===== src/rtl/lru_pkg.sv =====
// lru_pkg: shared types and tree-PLRU helpers for the 4-way PLRU controller.
//   plru_bits_t : 3 PLRU bits per set. Bit 0 is the root and picks the pair
//                 (0 = left pair, 1 = right pair). Bit 1 picks within the
//                 left pair and bit 2 picks within the right pair.
//   way_t       : way number 0..3.
//   lru_state_t : states of the flush sequencer.
package lru_pkg;

    typedef logic [2:0] plru_bits_t;
    typedef logic [1:0] way_t;

    typedef enum logic [1:0] {
        IDLE  = 2'd0,
        FLUSH = 2'd1,
        DRAIN = 2'd2
    } lru_state_t;

    // Follow the tree pointers down to the least-recently-used way.
    function automatic way_t plru_victim(input plru_bits_t bits);
        way_t v;
        if (bits[0] == 1'b0) begin
            v = bits[1] ? 2'd1 : 2'd0;
        end else begin
            v = bits[2] ? 2'd3 : 2'd2;
        end
        return v;
    endfunction

    // Point the tree away from the accessed way. Bits on the other branch are kept.
    function automatic plru_bits_t plru_touch(input plru_bits_t bits, input way_t way);
        plru_bits_t n;
        n = bits;
        case (way)
            2'd0:    begin n[0] = 1'b1; n[1] = 1'b1; end
            2'd1:    begin n[0] = 1'b1; n[1] = 1'b0; end
            2'd2:    begin n[0] = 1'b0; n[2] = 1'b1; end
            2'd3:    begin n[0] = 1'b0; n[2] = 1'b0; end
            default: n = bits;
        endcase
        return n;
    endfunction

endpackage


===== src/rtl/lru_fwd.sv =====
// lru_fwd: two-slot write-forwarding shift register for the PLRU array.
// The array shows a write only to reads issued two or more cycles later. This
// block therefore remembers the last two writes and overrides stale read data.
//   clk, rst_n : clock and asynchronous active-low reset
//   wr_en      : a write is issued on array port 1 this cycle
//   wr_set     : address of that write
//   wr_bits    : data of that write
//   rd_set     : set currently held in stage 2
//   arr_bits   : array read data for rd_set
//   cur_bits   : freshest PLRU bits for rd_set
module lru_fwd #(
    parameter int S_INDEX = 4,
    parameter int WIDTH   = 3
) (
    input  logic               clk,
    input  logic               rst_n,
    input  logic               wr_en,
    input  logic [S_INDEX-1:0] wr_set,
    input  logic [WIDTH-1:0]   wr_bits,
    input  logic [S_INDEX-1:0] rd_set,
    input  logic [WIDTH-1:0]   arr_bits,
    output logic [WIDTH-1:0]   cur_bits
);

    logic               fw0_valid_r, fw1_valid_r;
    logic [S_INDEX-1:0] fw0_set_r,   fw1_set_r;
    logic [WIDTH-1:0]   fw0_bits_r,  fw1_bits_r;

    // Shift the write history every cycle. Slots keep ageing during stalls.
    always_ff @(posedge clk or negedge rst_n) begin
        if (!rst_n) begin
            fw0_valid_r <= 1'b0;
            fw0_set_r   <= {S_INDEX{1'b0}};
            fw0_bits_r  <= {WIDTH{1'b0}};
            fw1_valid_r <= 1'b0;
            fw1_set_r   <= {S_INDEX{1'b0}};
            fw1_bits_r  <= {WIDTH{1'b0}};
        end else begin
            fw1_valid_r <= fw0_valid_r;
            fw1_set_r   <= fw0_set_r;
            fw1_bits_r  <= fw0_bits_r;
            fw0_valid_r <= wr_en;
            fw0_set_r   <= wr_set;
            fw0_bits_r  <= wr_bits;
        end
    end

    // The youngest matching write wins. Without a match, use the array data.
    always_comb begin
        cur_bits = arr_bits;
        if (fw0_valid_r && (fw0_set_r == rd_set)) begin
            cur_bits = fw0_bits_r;
        end else if (fw1_valid_r && (fw1_set_r == rd_set)) begin
            cur_bits = fw1_bits_r;
        end else begin
            cur_bits = arr_bits;
        end
    end

endmodule


===== src/rtl/lru_ctrl.sv =====
// lru_ctrl: sequencer for the dual-port tree-PLRU state array of a pipelined
// 4-way cache.
//   Stage 1 reads the set on array port 0.
//   Stage 2 computes the victim and the updated bits, then writes them on port 1.
//   A flush sweep zeroes every set and then pulses flush_done.
// Ports:
//   clk, rst_n                     clock, asynchronous active-low reset
//   lookup_valid/lookup_set        stage-1 request; lookup_ready = accepted
//   stall                          pipeline stall; freezes stage 2
//   resp_valid/resp_hit/resp_way   stage-2 tag result
//   victim_way                     replacement way for the stage-2 set
//                                  (combinational)
//   flush_req/flush_done           flush request / one-cycle completion pulse
//   arr_csb0/web0/addr0/dout0      array read port
//   arr_csb1/web1/addr1/din1       array write port
module lru_ctrl
    import lru_pkg::*;
#(
    parameter int S_INDEX = 4,
    parameter int WAYS    = 4,
    parameter int WIDTH   = 3
) (
    input  logic                     clk,
    input  logic                     rst_n,
    input  logic                     lookup_valid,
    input  logic [S_INDEX-1:0]       lookup_set,
    output logic                     lookup_ready,
    input  logic                     stall,
    input  logic                     resp_valid,
    input  logic                     resp_hit,
    input  logic [$clog2(WAYS)-1:0]  resp_way,
    output logic [$clog2(WAYS)-1:0]  victim_way,
    input  logic                     flush_req,
    output logic                     flush_done,
    output logic                     arr_csb0,
    output logic                     arr_web0,
    output logic [S_INDEX-1:0]       arr_addr0,
    input  logic [WIDTH-1:0]         arr_dout0,
    output logic                     arr_csb1,
    output logic                     arr_web1,
    output logic [S_INDEX-1:0]       arr_addr1,
    output logic [WIDTH-1:0]         arr_din1
);

    localparam int NUM_SETS = 2 ** S_INDEX;

    lru_state_t         state_r, state_nxt_s;
    logic [S_INDEX-1:0] flush_cnt_r, flush_cnt_nxt_s;
    logic               drain_cnt_r, drain_cnt_nxt_s;
    logic               flush_done_r, flush_done_nxt_s;
    logic               ready_en_r;
    logic               s2_valid_r;
    logic [S_INDEX-1:0] s2_set_r;

    logic               flush_accept_s, ready_s, lookup_fire_s, update_fire_s;
    logic               wr_en_s;
    logic [S_INDEX-1:0] wr_addr_s;
    logic [WIDTH-1:0]   wr_data_s;
    plru_bits_t         cur_bits_s, next_bits_s;
    way_t               victim_s, access_way_s;

    // A flush starts only when stage 2 is empty. Lookups are refused from the
    // accepting cycle onward.
    assign flush_accept_s = (state_r == IDLE) && flush_req && !s2_valid_r;
    // ready_en_r holds lookup_ready low while reset is asserted.
    assign ready_s        = ready_en_r && (state_r == IDLE) && !flush_accept_s;
    assign lookup_fire_s  = lookup_valid && ready_s && !stall;
    assign update_fire_s  = s2_valid_r && resp_valid && !stall;

    assign lookup_ready = ready_s;
    assign flush_done   = flush_done_r;

    lru_fwd #(
        .S_INDEX (S_INDEX),
        .WIDTH   (WIDTH)
    ) u_fwd (
        .clk      (clk),
        .rst_n    (rst_n),
        .wr_en    (wr_en_s),
        .wr_set   (wr_addr_s),
        .wr_bits  (wr_data_s),
        .rd_set   (s2_set_r),
        .arr_bits (arr_dout0),
        .cur_bits (cur_bits_s)
    );

    assign victim_s     = plru_victim(cur_bits_s);
    assign access_way_s = resp_hit ? resp_way : victim_s;
    assign next_bits_s  = plru_touch(cur_bits_s, access_way_s);
    assign victim_way   = victim_s;

    // Stage-2 pipeline register. Every register holds while stall is high.
    always_ff @(posedge clk or negedge rst_n) begin
        if (!rst_n) begin
            s2_valid_r <= 1'b0;
            s2_set_r   <= {S_INDEX{1'b0}};
        end else if (!stall) begin
            s2_valid_r <= lookup_fire_s;
            if (lookup_fire_s) begin
                s2_set_r <= lookup_set;
            end
        end
    end

    // Sequencer state, sweep counters, done pulse and the post-reset ready enable.
    always_ff @(posedge clk or negedge rst_n) begin
        if (!rst_n) begin
            state_r      <= IDLE;
            flush_cnt_r  <= {S_INDEX{1'b0}};
            drain_cnt_r  <= 1'b0;
            flush_done_r <= 1'b0;
            ready_en_r   <= 1'b0;
        end else begin
            state_r      <= state_nxt_s;
            flush_cnt_r  <= flush_cnt_nxt_s;
            drain_cnt_r  <= drain_cnt_nxt_s;
            flush_done_r <= flush_done_nxt_s;
            ready_en_r   <= 1'b1;
        end
    end

    // Next-state logic: the sweep writes one set per cycle, then DRAIN waits
    // two cycles before the done pulse.
    always_comb begin
        state_nxt_s      = state_r;
        flush_cnt_nxt_s  = flush_cnt_r;
        drain_cnt_nxt_s  = drain_cnt_r;
        flush_done_nxt_s = 1'b0;
        case (state_r)
            IDLE: begin
                if (flush_accept_s) begin
                    state_nxt_s     = FLUSH;
                    flush_cnt_nxt_s = {S_INDEX{1'b0}};
                end else begin
                    state_nxt_s = IDLE;
                end
            end
            FLUSH: begin
                if (flush_cnt_r == S_INDEX'(NUM_SETS - 1)) begin
                    state_nxt_s     = DRAIN;
                    flush_cnt_nxt_s = {S_INDEX{1'b0}};
                    drain_cnt_nxt_s = 1'b0;
                end else begin
                    flush_cnt_nxt_s = flush_cnt_r + S_INDEX'(1);
                end
            end
            DRAIN: begin
                if (drain_cnt_r) begin
                    state_nxt_s      = IDLE;
                    drain_cnt_nxt_s  = 1'b0;
                    flush_done_nxt_s = 1'b1;
                end else begin
                    drain_cnt_nxt_s = 1'b1;
                end
            end
            default: begin
                state_nxt_s = IDLE;
            end
        endcase
    end

    // Write-port source: the flush sweep owns port 1. Outside a flush, stage-2
    // updates use it. Stage 2 is always empty during a sweep.
    always_comb begin
        wr_en_s   = 1'b0;
        wr_addr_s = {S_INDEX{1'b0}};
        wr_data_s = {WIDTH{1'b0}};
        if (state_r == FLUSH) begin
            wr_en_s   = 1'b1;
            wr_addr_s = flush_cnt_r;
            wr_data_s = {WIDTH{1'b0}};
        end else if (update_fire_s) begin
            wr_en_s   = 1'b1;
            wr_addr_s = s2_set_r;
            wr_data_s = next_bits_s;
        end else begin
            wr_en_s = 1'b0;
        end
    end

    // Array port drive. Idle ports are deselected and their address/data are zero.
    always_comb begin
        arr_csb0  = 1'b1;
        arr_web0  = 1'b1;
        arr_addr0 = {S_INDEX{1'b0}};
        if (lookup_fire_s) begin
            arr_csb0  = 1'b0;
            arr_addr0 = lookup_set;
        end else begin
            arr_csb0 = 1'b1;
        end
        arr_csb1 = ~wr_en_s;
        arr_web1 = ~wr_en_s;
        arr_addr1 = wr_addr_s;
        arr_din1  = wr_data_s;
    end

endmodule

===== config.mk =====
export PLATFORM = sky130hd
export DESIGN_NAME = lru_ctrl
export DESIGN_NICKNAME = d
export VERILOG_FILES = /design/src/rtl/lru_pkg.sv /design/src/rtl/lru_fwd.sv /design/src/rtl/lru_ctrl.sv
export SDC_FILE = /design/constraint.sdc
export NUM_CORES = 1
export LEC_CHECK = 0
export ABC_AREA = 1
export CAP_MARGIN = 20
export CORE_ASPECT_RATIO = 1.25
export CORE_UTILIZATION = 40
export DETAILED_ROUTE_END_ITERATION = 8
export HOLD_SLACK_MARGIN = 0.02
export PLACE_DENSITY_LB_ADDON = 0.25
export SYNTH_ARGS = -nofsm -noshare
export SYNTH_HDL_FRONTEND = slang
export SYNTH_HIERARCHICAL = 1
export SYNTH_SLANG_ARGS = --single-unit

===== constraint.sdc =====
create_clock -name clk -period 2 [get_ports clk]
set_clock_uncertainty 0.05 [all_clocks]
set_input_delay 0.2 -clock clk [delete_from_list [all_inputs] [get_ports clk]]
set_output_delay 0.2 -clock clk [all_outputs]
set_load 0.02 [all_outputs]

==> out/metrics.csv, run 1 <==
stage,metric,value,unit
clock_tree,cts.hold.buffers_added,0,
clock_tree,cts_inserted_buffers,5,
critical_path,worst-r2r-cell-count,15,
synth,postSynthCellCount,191,
detailed_routing,drt-wirelength-per-cell,11.3,um
detailed_routing,viasPerCell,4.65,
outcome,status,"complete, but fails checks",
synth,syn-cell-area,0.00151,mm2
detailed_routing,detail_route.iter0.violations,42,
cells_and_area,stdcell_count,302,
detailed_routing,postRouteWirelength,3.41,mm
sta,timing.setup.tns,-0.546,ns
critical_path,cp.arrival,1.95,ns
critical_path,critPathLaunchType,register,
outcome,failed_checks,setup timing,
placed_design,io_buffers,33,
synth,yosys.area.top_type_share,49.7,%
sta,finalHoldViolations,0,
job,max-cap-violations,0,
sta,fmax,455,MHz
grt,antenna_found_initial,0,
critical_path,critical-path-top-cell-by-count,nand2_2,
critical_path,crit_path_cell_trace,"nand2_1, nand2_1, nor2_4, nand4_1, nand3_2, nand2_2, buf_4, nand2_4, nand3_2, nand2_2, nand2_2, nand2_2, buf_6",
placed_design,post_detailed_placement_half_perimeter_wirelength,2.52,mm
hold_path,min_path_type,primary input to asynchronous set/reset pin,
die,fp-row-count,24,
critical_path,cp_slowest_stage_delay,0.42,ns
placed_design,placed_cell_area,0.00210,mm2
detailed_routing,dr_total_vias,1403,
synth,yosysTopAreaCell,dfrtp_1,
grt,grt_max_degree,31,
cells_and_area,post_route_cells_drive_above_1_share,33.8,%
power_and_ir_drop,swShare,42.1,%
cells_and_area,num-fill-cells,322,
clock_tree,clock_tree.buffer_depth,2,
critical_path,timing.rr.end,u_fwd/fw0_bits_r[1]$_DFF_PN0_,
clock_tree,clock-root-buffer,clkbuf_8,
power_and_ir_drop,static_leakage,1.27,nW
cells_and_area,num-nets-final,280,
placed_design,preCtsSetupSlack,-0.431,ns
detailed_routing,antenna_left,0,
synth,synth.ff_latch_count,30,
clock_tree,clkSlewWorstSetupHoldPaths,0.06,ns
cells_and_area,antenna_cells_inserted,0,
synth,ys.warnings.count,6,
synth,synth_top_cells_by_area,"dfrtp_1 (50%), nand2_1 (14%), inv_1 (7.5%), nand3_1 (5.6%), o21ai_0 (3.6%)",
die,placeableCoreArea,0.00354,mm2
sta,final.hold.worst_slack,0.262,ns
critical_path,path_class,register to output pin,
die,die_w,57.0,um
critical_path,endpoint_kind,output pin,
die,full_die_area,0.00403,mm2
grt,first_pass_grt_wire_length,5.62,mm
sta,final_setup_margin,-0.196,ns
cells_and_area,layout.cell_area.non_filler,0.00227,mm2
clock_tree,clk-insertion-delay-late,0.28,ns
sta,fin_crit_sh,110,%
sta,grt_setup_unrepaired,true,
power_and_ir_drop,clock_power_share,13.4,%
placed_design,gpl_congestion,0.799,
power_and_ir_drop,cellInternalPower,1.93,mW
power_and_ir_drop,power-per-cell-area,1470,mW/mm2
die,num_io_pins,35,
clock_tree,tritoncts,yes,
critical_path,reg2reg_from,s2_set_r[3]$_DFFE_PN0P_,
detailed_routing,detail_route.first_pass.iterations,4,
critical_path,critical_path_peak_fanout,5,
die,die_h,70.7,um
critical_path,worst_endpoint_required_time,1.75,ns
synth,syn_area_per_cell,7.91,um2
detailed_routing,drt_drc_violations_left,0,
cells_and_area,mostFrequentLayoutCell,nand2_1,
die,initial_core_utilization,42.6,%
clock_tree,htree_levels,2,
grt,globalRouteOverflowTotal,0,
synth,post_synth_num_cell_types,23,
critical_path,critical_path.slowest_cell,dfrtp_1,
cells_and_area,area_delta_synth_final,50.5,%
clock_tree,cts_num_sinks,30,
power_and_ir_drop,seqPwrFrac,29.4,%
sta,final_period_minus_worst_setup_slack,2.20,ns
sta,finalSetupViolCount,4,
critical_path,ff2ff_setup_slack,0.07,ns
critical_path,cp_top_family,simple AND/OR/NAND/NOR gates,
sta,slew_violations,0,
power_and_ir_drop,power.switching,1.40,mW
cells_and_area,ff_latch_area,751,um2
placed_design,placed_cells_incl_taps,290,
power_and_ir_drop,comb_power_share,57.2,%
cells_and_area,layout_common_cells,"nand2_1 (47), buf_4 (32), dfrtp_1 (30), inv_1 (29), clkdlybuf4s50_1 (16)",
synth,synth.yosys.seq_area_share,49.7,%
grt,global_route.usage.total,18.4,%
cells_and_area,multi_input_logic_area,686,um2
critical_path,critical_path_buf_inv_count,2,
grt,first_global_vias,1327,
power_and_ir_drop,max-vdd-ir-drop,0.739,mV
-- registers in the layout, indices dropped and copies added (netlist names), 2 cells and up --
signal,count
state_r,2
s2_set_r,4
u_fwd/fw1_set_r,4
u_fwd/fw0_set_r,4
u_fwd/fw1_bits_r,3
u_fwd/fw0_bits_r,3
flush_cnt_r,4
-- what timing repair did --
item | in CTS | in global routing
buffers inserted | 2 | 3
pin swaps | 10 | 6
gates resized for setup | 48 | 15
endpoints found under the setup margin | 16 | 6
-- worst reg2reg max path: cells and delay by family, from the launching register on --
kind	cells	cell delay, ns
buf+inv	6	0.58
simple gates	7	0.57
flops	1	0.40
compound gates	2	0.22
-- stage by stage --
step | util, % | total power [mW]
after floorplan | - | 1.92
after global placement | 59.1 | 2.70
after detailed placement | 59.1 | 2.73
after CTS | 62.5 | 3.25
after global routing | 64.1 | 3.59
final | 64.1 | 3.34
-- Yosys cell counts --
library cell,instances
nand3_2,1
nand3b_2,1
buf_4,2
inv_1,30
clkinv_1,1
or2_2,1
ha_1,1
inv_4,1
nand2_4,1
inv_2,4
o21ai_1,1
dfrtp_1,30
conb_1,1
nor2_1,11
nand4_1,4
nor2_4,4
nand3_1,17
xor2_1,1
nor2_2,4
nand4_2,1
nand2_2,5
o21ai_0,11
nand2_1,58
-- layer usage --
layer	global-route usage (%)	part of all wire (%)
met3	5.12	3.0
met5	0	0
met1	20.9	42
met2	32.4	53
met4	7.05	2.1
-- how the worst max path moves through the flow --
| stage | start | end | slack, ns | cells after the start |
|---|---|---|---|---|
| after floorplan | s2_set_r[2]$_DFFE_PN0P_ | arr_din1[1] | 0.06 | 10 |
| after global placement | s2_set_r[3]$_DFFE_PN0P_ | arr_din1[1] | -0.37 | 13 |
| after detailed placement | s2_set_r[2]$_DFFE_PN0P_ | arr_din1[1] | -0.43 | 12 |
| after CTS | s2_set_r[2]$_DFFE_PN0P_ | arr_din1[1] | -0.19 | 13 |
| after global routing | s2_set_r[0]$_DFFE_PN0P_ | arr_din1[1] | -0.33 | 15 |
| final | s2_set_r[0]$_DFFE_PN0P_ | arr_din1[2] | -0.20 | 13 |
-- cell type report --
cell class	instances	share of cell area, %
inverters	36	6.06
well taps	39	2.15
clock inverters	2	0.441
repair buffers	66	25.1
flip-flops and latches	30	33.0
multi-input cells	124	30.2
clock buffers	5	3.03
-- power by group through the flow --
stage	clock [mW]	sequential, mW	combinational (mW)
6_report	0.448	0.981	1.91
5_1_grt	0.485	1.01	2.10
4_1_cts	0.464	0.975	1.82
3_5_place_dp	0	0.988	1.75
3_3_place_gp	0	0.975	1.73
2_1_floorplan	0	0.957	0.959
-- logic make-up after synthesis --
| group | share of synthesized area, % |
|---|---|
| AOI/OAI and AO/OA | 3.98 |
| other | 0.248 |
| xor gates and xnor gates | 0.580 |
| DFF | 49.7 |
| adders and majority gates | 0.828 |
| and+or+nand+nor | 34.5 |
| buffers and inverters | 10.1 |
No activity file was read; power rests on OpenSTA's default activity.
==> inputs of run 2 (changes only) <==
--- a/config.mk
+++ b/config.mk
@@ -5,10 +5,10 @@
 export SDC_FILE = /design/constraint.sdc
 export NUM_CORES = 1
 export LEC_CHECK = 0
-export ABC_AREA = 1
 export CAP_MARGIN = 20
 export CORE_ASPECT_RATIO = 1.25
 export CORE_UTILIZATION = 40
+export CTS_BUF_LIST = sky130_fd_sc_hd__clkbuf_8 sky130_fd_sc_hd__clkbuf_16
 export DETAILED_ROUTE_END_ITERATION = 8
 export HOLD_SLACK_MARGIN = 0.02
 export PLACE_DENSITY_LB_ADDON = 0.25
==> out/metrics.csv, run 2 <==
stage,metric,value,unit,change
power_and_ir_drop,comb_power_share,58.2,%,+1.0 points
synth,yosys.area.top_type_share,51.2,%,+1.5 points
outcome,status,"complete, but fails checks",,
power_and_ir_drop,totalPowerFinal,3.32,mW,-0.56%
sta,grt_setup_unrepaired,true,,
clock_tree,tritoncts,yes,,
critical_path,path_class,register to output pin,,
hold_path,min_path_type,primary input to asynchronous set/reset pin,,
power_and_ir_drop,cellInternalPower,2.03,mW,+5.1%
critical_path,cp.arrival,2.42,ns,+0.47 ns
clock_tree,htree_levels,2,,unchanged
detailed_routing,antenna_left,0,,unchanged
die,fp-row-count,24,,unchanged
synth,synth.top_cells.by_count,"dfrtp_1 (30), nand2_1 (8), and3_1 (6), mux2_4 (6)",,
cells_and_area,multi_input_logic_area,757,um2,+10%
critical_path,ff2ff_setup_slack,-0.20,ns,-0.27 ns
die,die_h,69.7,um,-1.5%
cells_and_area,post_route_cells_drive_above_1_share,32.8,%,-1.0 points
sta,fin_crit_sh,133,%,+23 points
cells_and_area,antenna_cells_inserted,0,,unchanged
power_and_ir_drop,clock_power_share,13.0,%,-0.4 points
critical_path,endpoint_kind,output pin,,
detailed_routing,postRouteWirelength,3.46,mm,+1.4%
power_and_ir_drop,power-per-cell-area,1530,mW/mm2,+3.9%
sta,finalSetupViolCount,8,,+4
detailed_routing,viasPerCell,5.19,,+12%
cells_and_area,stdcell_count,231,,-24%
synth,ys.warnings.count,6,,unchanged
grt,antenna_found_initial,0,,unchanged
synth,yosysMostFrequentCell,dfrtp_1,,
placed_design,placed_cell_area,0.00207,mm2,-1.4%
cells_and_area,layout_common_cells,"buf_4 (32), dfrtp_1 (30), clkdlybuf4s50_1 (18), dlygate4sd2_1 (10), nand2_1 (8)",,
sta,final_period_minus_worst_setup_slack,2.67,ns,+0.470 ns
detailed_routing,dr_total_vias,1200,,-14%
power_and_ir_drop,max-vdd-ir-drop,0.856,mV,+16%
cells_and_area,mostFrequentLayoutCell,buf_4,,
clock_tree,cts_num_sinks,30,,unchanged
detailed_routing,detail_route.first_pass.iterations,2,,-2
die,full_die_area,0.00391,mm2,-2.9%
sta,timing.setup.tns,-2.74,ns,-2.19 ns
grt,globalRouteOverflowTotal,0,,unchanged
placed_design,post_detailed_placement_half_perimeter_wirelength,2.67,mm,+6.0%
cells_and_area,layout.cell_area.non_filler,0.00217,mm2,-4.3%
clock_tree,clock_tree.buffer_depth,2,,unchanged
die,die_w,56.1,um,-1.5%
die,initial_core_utilization,42.1,%,-0.56 points
synth,postSynthCellCount,126,,-34%
power_and_ir_drop,static_leakage,1.05,nW,-18%
sta,final_setup_margin,-0.665,ns,-0.470 ns
clock_tree,clock-root-buffer,clkbuf_8,,
clock_tree,clk-insertion-delay-late,0.28,ns,about the same
outcome,failed_checks,setup timing,,
synth,syn_area_per_cell,11.6,um2,+47%
synth,yosysTopAreaCell,dfrtp_1,,
synth,post_synth_num_cell_types,42,,+83%
power_and_ir_drop,swShare,38.8,%,-3.3 points
synth,synth.ff_latch_count,30,,unchanged
die,num_io_pins,35,,unchanged
placed_design,gpl_congestion,0.852,,+6.7%
detailed_routing,drt-wirelength-per-cell,15.0,um,+33%
synth,syn-cell-area,0.00147,mm2,-3.0%
synth,synth_top_cells_by_area,"dfrtp_1 (51%), mux2_4 (6.1%), a22o_1 (3.0%), xnor2_1 (3.0%), and3_1 (2.6%)",,
synth,synth.yosys.seq_area_share,51.2,%,+1.5 points
job,max-cap-violations,0,,unchanged
critical_path,worst_endpoint_required_time,1.75,ns,about the same
cells_and_area,area_delta_synth_final,48.4,%,
sta,fmax,375,MHz,-18%
grt,first_pass_grt_wire_length,5.91,mm,+5.0%
synth,synth_edf_count,0,,unchanged
synth,synth-main-ff-cell,dfrtp_1,,
sta,slew_violations,0,,unchanged
critical_path,critical_path_peak_fanout,3,,-2
cells_and_area,num-nets-final,209,,-25%
synth,proportion_of_register_bits_with_asynchronous_set_or_reset_after_synthesis,100,%,unchanged
placed_design,io_buffers,33,,unchanged
placed_design,placed_cells_incl_taps,223,,-23%
grt,global_route.usage.total,20.1,%,+1.7 points
cells_and_area,ff_latch_area,751,um2,unchanged
cells_and_area,num-fill-cells,300,,-6.8%
clock_tree,cts_inserted_buffers,5,,unchanged
clock_tree,clkSlewWorstSetupHoldPaths,0.06,ns,about the same
grt,grt_max_degree,31,,unchanged
die,placeableCoreArea,0.00348,mm2,-1.7%
power_and_ir_drop,seqPwrFrac,28.7,%,-0.7 points
critical_path,critPathLaunchType,register,,
detailed_routing,detail_route.iter0.violations,21,,-50%
grt,first_global_vias,1299,,-2.1%
placed_design,preCtsSetupSlack,-0.806,ns,-0.375 ns
sta,finalHoldViolations,0,,unchanged
power_and_ir_drop,power.switching,1.29,mW,-8.3%
detailed_routing,drt_drc_violations_left,0,,unchanged
[run 2: cell types whose count changed in the layout (fill, tap and decap cells not counted), moves of 6 or more]
cell	before	now
and3_1	0	6
inv_1	29	4
mux2_4	0	6
nand2_1	47	8
nand2_2	15	0
nand3_1	14	3
o21ai_0	10	2
[run 2: power groups by stage]
stage	Clock, mW	Combinational, mW	Sequential, mW
after floorplan	0	1.08	0.934
after global placement	0	1.85	0.943
after detailed placement	0	1.89	0.958
after CTS	0.450	1.92	0.956
after global routing	0.473	2.07	0.984
final	0.433	1.93	0.954
[run 2: final cells by class]
| type | instances | area share, % |
|---|---|---|
| Clock inverter | 2 | 0.345 |
| Timing Repair Buffer | 62 | 24.4 |
| Sequential cell | 30 | 34.5 |
| Tap cell | 39 | 2.24 |
| Clock buffer | 5 | 3.16 |
| Multi-Input combinational cell | 90 | 34.8 |
| Inverter | 3 | 0.518 |
[run 2: critical path, cell delays in order, from the launching register on]
cell     delay (ns)
dfrtp_1        0.39
nor2b_4        0.13
or3_4          0.40
o31ai_4        0.23
a31oi_4        0.12
mux2_4         0.29
mux2_4         0.28
a21oi_4        0.16
buf_6          0.13
[run 2: final timing paths]
check	from	to	depth (start not counted)
max	s2_set_r[3]$_DFFE_PN0P_	arr_din1[2]	8
min	rst_n	u_fwd/fw0_bits_r[1]$_DFF_PN0_	2
max reg2reg	s2_set_r[3]$_DFFE_PN0P_	u_fwd/fw0_bits_r[1]$_DFF_PN0_	9
min reg2reg	u_fwd/fw0_bits_r[1]$_DFF_PN0_	u_fwd/fw1_bits_r[1]$_DFF_PN0_	0
max in group asynchronous	rst_n	s2_set_r[0]$_DFFE_PN0P_	2
min in group clk	u_fwd/fw0_bits_r[1]$_DFF_PN0_	u_fwd/fw1_bits_r[1]$_DFF_PN0_	0
[run 2: per-stage QoR]
step | utilization (%) | hold WS [ns]
final | 62.4 | 0.255
after detailed placement | 59.3 | 0.317
after global placement | 59.3 | 0.313
after CTS | 62.2 | 0.255
after floorplan | - | -0.146
after global routing | 62.4 | 0.278
[run 2: cell families after synthesis]
| family | Yosys count | share of synthesized area [%] |
|---|---|---|
| buffers and inverters | 7 | 2.65 |
| multiplexers | 8 | 7.60 |
| flip-flops | 30 | 51.2 |
| AO/OA/AOI/OAI | 24 | 12.6 |
| XOR/XNOR | 7 | 4.18 |
| other | 1 | 0.256 |
| AND/OR/NAND/NOR | 48 | 20.7 |
| adder cells (fa/ha/maj) | 1 | 0.854 |
[run 2: metal layers]
metal | GRT usage, % | up-vias | share of wire (%)
met1 | 22.4 | 595 | 41
met2 | 34.7 | 13 | 55
met3 | 5.78 | 4 | 2.9
met4 | 9.76 | 0 | 1.7
li1 | - | 588 | -
met5 | 0 | - | 0
[run 2: what timing repair did]
| item | 4_1_cts | 5_1_grt |
|---|---|---|
| endpoints found under the setup margin | 18 | 8 |
| pin swaps | 6 | 5 |
| gates cloned | 0 | 0 |
| resized for setup | 43 | 2 |
| setup buffers | 1 | 0 |
| hold buffers | 0 | 0 |
==> inputs of run 3 (changes only) <==
--- a/config.mk
+++ b/config.mk
@@ -10,6 +10,7 @@
 export CORE_UTILIZATION = 40
 export CTS_BUF_LIST = sky130_fd_sc_hd__clkbuf_8 sky130_fd_sc_hd__clkbuf_16
 export DETAILED_ROUTE_END_ITERATION = 8
+export DONT_BUFFER_PORTS = 1
 export HOLD_SLACK_MARGIN = 0.02
 export PLACE_DENSITY_LB_ADDON = 0.25
 export SYNTH_ARGS = -nofsm -noshare
==> out/metrics.csv, run 3 (synthesis results as in run 2) <==
stage,metric,value,unit,change
clock_tree,cts_inserted_buffers,5,,unchanged
detailed_routing,viasPerCell,5.48,,+5.5%
sta,fin_crit_sh,133,%,-0.39 points
critical_path,critPathLaunchType,register,,
critical_path,path_class,register to output pin,,
detailed_routing,antenna_left,0,,unchanged
placed_design,post_detailed_placement_half_perimeter_wirelength,2.38,mm,-11%
critical_path,worst_endpoint_required_time,1.75,ns,about the same
critical_path,cp.arrival,2.41,ns,about the same
detailed_routing,detail_route.iter0.violations,13,,-38%
clock_tree,clock-root-buffer,clkbuf_8,,
grt,groute.layer.met1.usage,18.9,%,-3.4 points
clock_tree,clock_tree.buffer_depth,2,,unchanged
power_and_ir_drop,power-per-cell-area,1780,mW/mm2,+17%
critical_path,crit_path_cell_trace,"nor2b_4, or3_4, o31ai_4, a31oi_4, mux2_4, mux2_4, a21oi_4",,
clock_tree,cts_num_sinks,30,,unchanged
die,fp-row-count,24,,unchanged
power_and_ir_drop,static_leakage,0.920,nW,-12%
cells_and_area,mostFrequentLayoutCell,dfrtp_1,,
sta,finalHoldViolations,0,,unchanged
sta,final_setup_margin,-0.657,ns,+0.00788 ns
grt,first_pass_grt_wire_length,5.41,mm,-8.4%
sta,final_period_minus_worst_setup_slack,2.66,ns,-0.00788 ns
cells_and_area,num-nets-final,178,,-15%
grt,first_global_vias,1126,,-13%
power_and_ir_drop,max-vdd-ir-drop,1.00,mV,+17%
cells_and_area,layout_common_cells,"dfrtp_1 (30), buf_4 (21), nand2_1 (8), mux2_4 (7), dlygate4sd3_1 (6)",,
hold_path,min_path_type,primary input to register,,
critical_path,critical_path_peak_fanout,4,,+1
detailed_routing,drt_drc_violations_left,0,,unchanged
grt,global_route.usage.met2,34.4,%,-0.26 points
grt,antenna_found_initial,0,,unchanged
detailed_routing,postRouteWirelength,3.36,mm,-3.0%
clock_tree,clkSlewWorstSetupHoldPaths,0.06,ns,about the same
critical_path,critical_path_buf_inv_count,0,,-1
cells_and_area,post_route_cells_drive_above_1_share,40.1,%,+7.3 points
grt,global_route.usage.total,18.7,%,-1.4 points
critical_path,worst-r2r-cell-count,7,,-2
power_and_ir_drop,cellInternalPower,2.18,mW,+7.4%
clock_tree,htree_levels,2,,unchanged
die,placeableCoreArea,0.00348,mm2,unchanged
sta,timing.setup.tns,-3.05,ns,-0.308 ns
critical_path,timing.critical_path.depth,7,,-1
grt,globalRouteOverflowTotal,0,,unchanged
job,max-cap-violations,0,,unchanged
grt,grt.busiest_layer,met2,,
clock_tree,clk-insertion-delay-late,0.28,ns,about the same
power_and_ir_drop,seqPwrFrac,26.8,%,-1.9 points
grt,grt_max_degree,31,,unchanged
critical_path,critical-path-top-cell-by-count,mux2_4,,
power_and_ir_drop,swShare,39.3,%,+0.57 points
die,initial_core_utilization,42.1,%,unchanged
detailed_routing,detail_route.first_pass.iterations,4,,+2
die,die_h,69.7,um,unchanged
critical_path,endpoint_kind,output pin,,
outcome,failed_checks,setup timing,,
power_and_ir_drop,comb_power_share,56.8,%,-1.4 points
sta,slew_violations,0,,unchanged
grt,use_met3,6.16,%,+0.37 points
detailed_routing,drt-wirelength-per-cell,16.7,um,+11%
sta,fmax,376,MHz,+0.30%
cells_and_area,area_delta_synth_final,37.6,%,
critical_path,cp_slowest_stage_delay,0.41,ns,about the same
critical_path,critical_path.slowest_cell,or3_4,,
sta,finalSetupViolCount,8,,unchanged
hold_path,hold-path-cell-count,2,,
placed_design,placed_cell_area,0.00165,mm2,-20%
cells_and_area,num-fill-cells,294,,-2.0%
die,num_io_pins,35,,unchanged
detailed_routing,dr_total_vias,1102,,-8.2%
clock_tree,tritoncts,yes,,
power_and_ir_drop,power.switching,1.42,mW,+10%
placed_design,preCtsSetupSlack,-0.337,ns,+0.469 ns
cells_and_area,layout.cell_area.non_filler,0.00202,mm2,-7.3%
power_and_ir_drop,clock_power_share,16.4,%,+3.4 points
sta,grt_setup_unrepaired,true,,
die,die_w,56.1,um,unchanged
critical_path,cp_top_family,compound AO/OA/AOI/OAI gates,,
placed_design,gpl_congestion,0.732,,-14%
placed_design,io_buffers,0,,-100%
outcome,status,"complete, but fails checks",,
die,full_die_area,0.00391,mm2,unchanged
cells_and_area,antenna_cells_inserted,0,,unchanged
## run 3: cell count changes in the layout (fill, tap and decap cells not counted), sizes merged
cell,before,now
buf,34,25
clkdlybuf4s50,18,0
bufinv,0,1
clkinv,0,2
dlygate4sd2,10,0
dlygate4sd3,0,6
inv,5,3
## run 3: repair_timing
item,CTS,global route
gates resized for setup,8,16
endpoints found under the setup margin,7,12
hold buffers,7,0
buffers inserted,4,3
pin swaps,2,7
endpoints found under the hold margin,35,0
## run 3: worst register-to-register path, delay by kind of cell (launching register included)
kind / cells / cell delay (ns)
AOI/OAI and AO/OA: 3 / 0.60
muxes: 2 / 0.58
and+or+nand+nor: 2 / 0.55
DFF: 1 / 0.40
## run 3: layout make-up
cell class | instances | area (um2) | share of cell area, %
multi-input combinational | 90 | 825 | 40.9
sequential | 30 | 751 | 37.2
inverter | 3 | 11.3 | 0.559
tap | 39 | 48.8 | 2.42
clock buffer | 5 | 68.8 | 3.41
timing repair buffer | 31 | 272 | 13.5
clock inverter | 3 | 40.0 | 1.99
## run 3: stage by stage
step / util (%) / cells / power (mW) / hold slack, ns
2_1_floorplan: - / 127 / 2.02 / -0.146
3_3_place_gp: 47.5 / 179 / 2.47 / -0.144
3_5_place_dp: 47.5 / 179 / 2.52 / -0.145
4_1_cts: 54.6 / 198 / 3.31 / 0.107
5_1_grt: 57.9 / 201 / 3.81 / 0.114
6_report: 57.9 / 201 / 3.60 / 0.100
## run 3: power groups by stage
stage / logic [mW] / clock network (mW) / registers (mW)
2_1_floorplan: 1.08 / 0 / 0.934
3_3_place_gp: 1.51 / 0 / 0.955
3_5_place_dp: 1.55 / 0 / 0.971
4_1_cts: 1.75 / 0.600 / 0.960
5_1_grt: 2.19 / 0.634 / 0.988
6_report: 2.04 / 0.590 / 0.965
## run 3: final timing paths
kind                                             startpoint                             to  slack [ns]
worst min register to register  u_fwd/fw0_valid_r$_DFF_PN0_    u_fwd/fw1_valid_r$_DFF_PN0_        0.34
min in group asynchronous                             rst_n        drain_cnt_r$_DFFE_PN0P_        0.30
worst max register to register      s2_set_r[3]$_DFFE_PN0P_  u_fwd/fw0_bits_r[2]$_DFF_PN0_       -0.28
worst min-delay path                             resp_valid    u_fwd/fw0_valid_r$_DFF_PN0_        0.10
worst max-delay path                s2_set_r[3]$_DFFE_PN0P_                    arr_din1[2]       -0.66
max in group asynchronous                             rst_n   u_fwd/fw1_set_r[0]$_DFF_PN0_        1.44
## run 3: routing by layer
layer | up-vias | routed length, um
met5 | - | 0
met2 | 11 | 1960
li1 | 526 | -
met1 | 559 | 1270
met3 | 6 | 77
met4 | 0 | 53
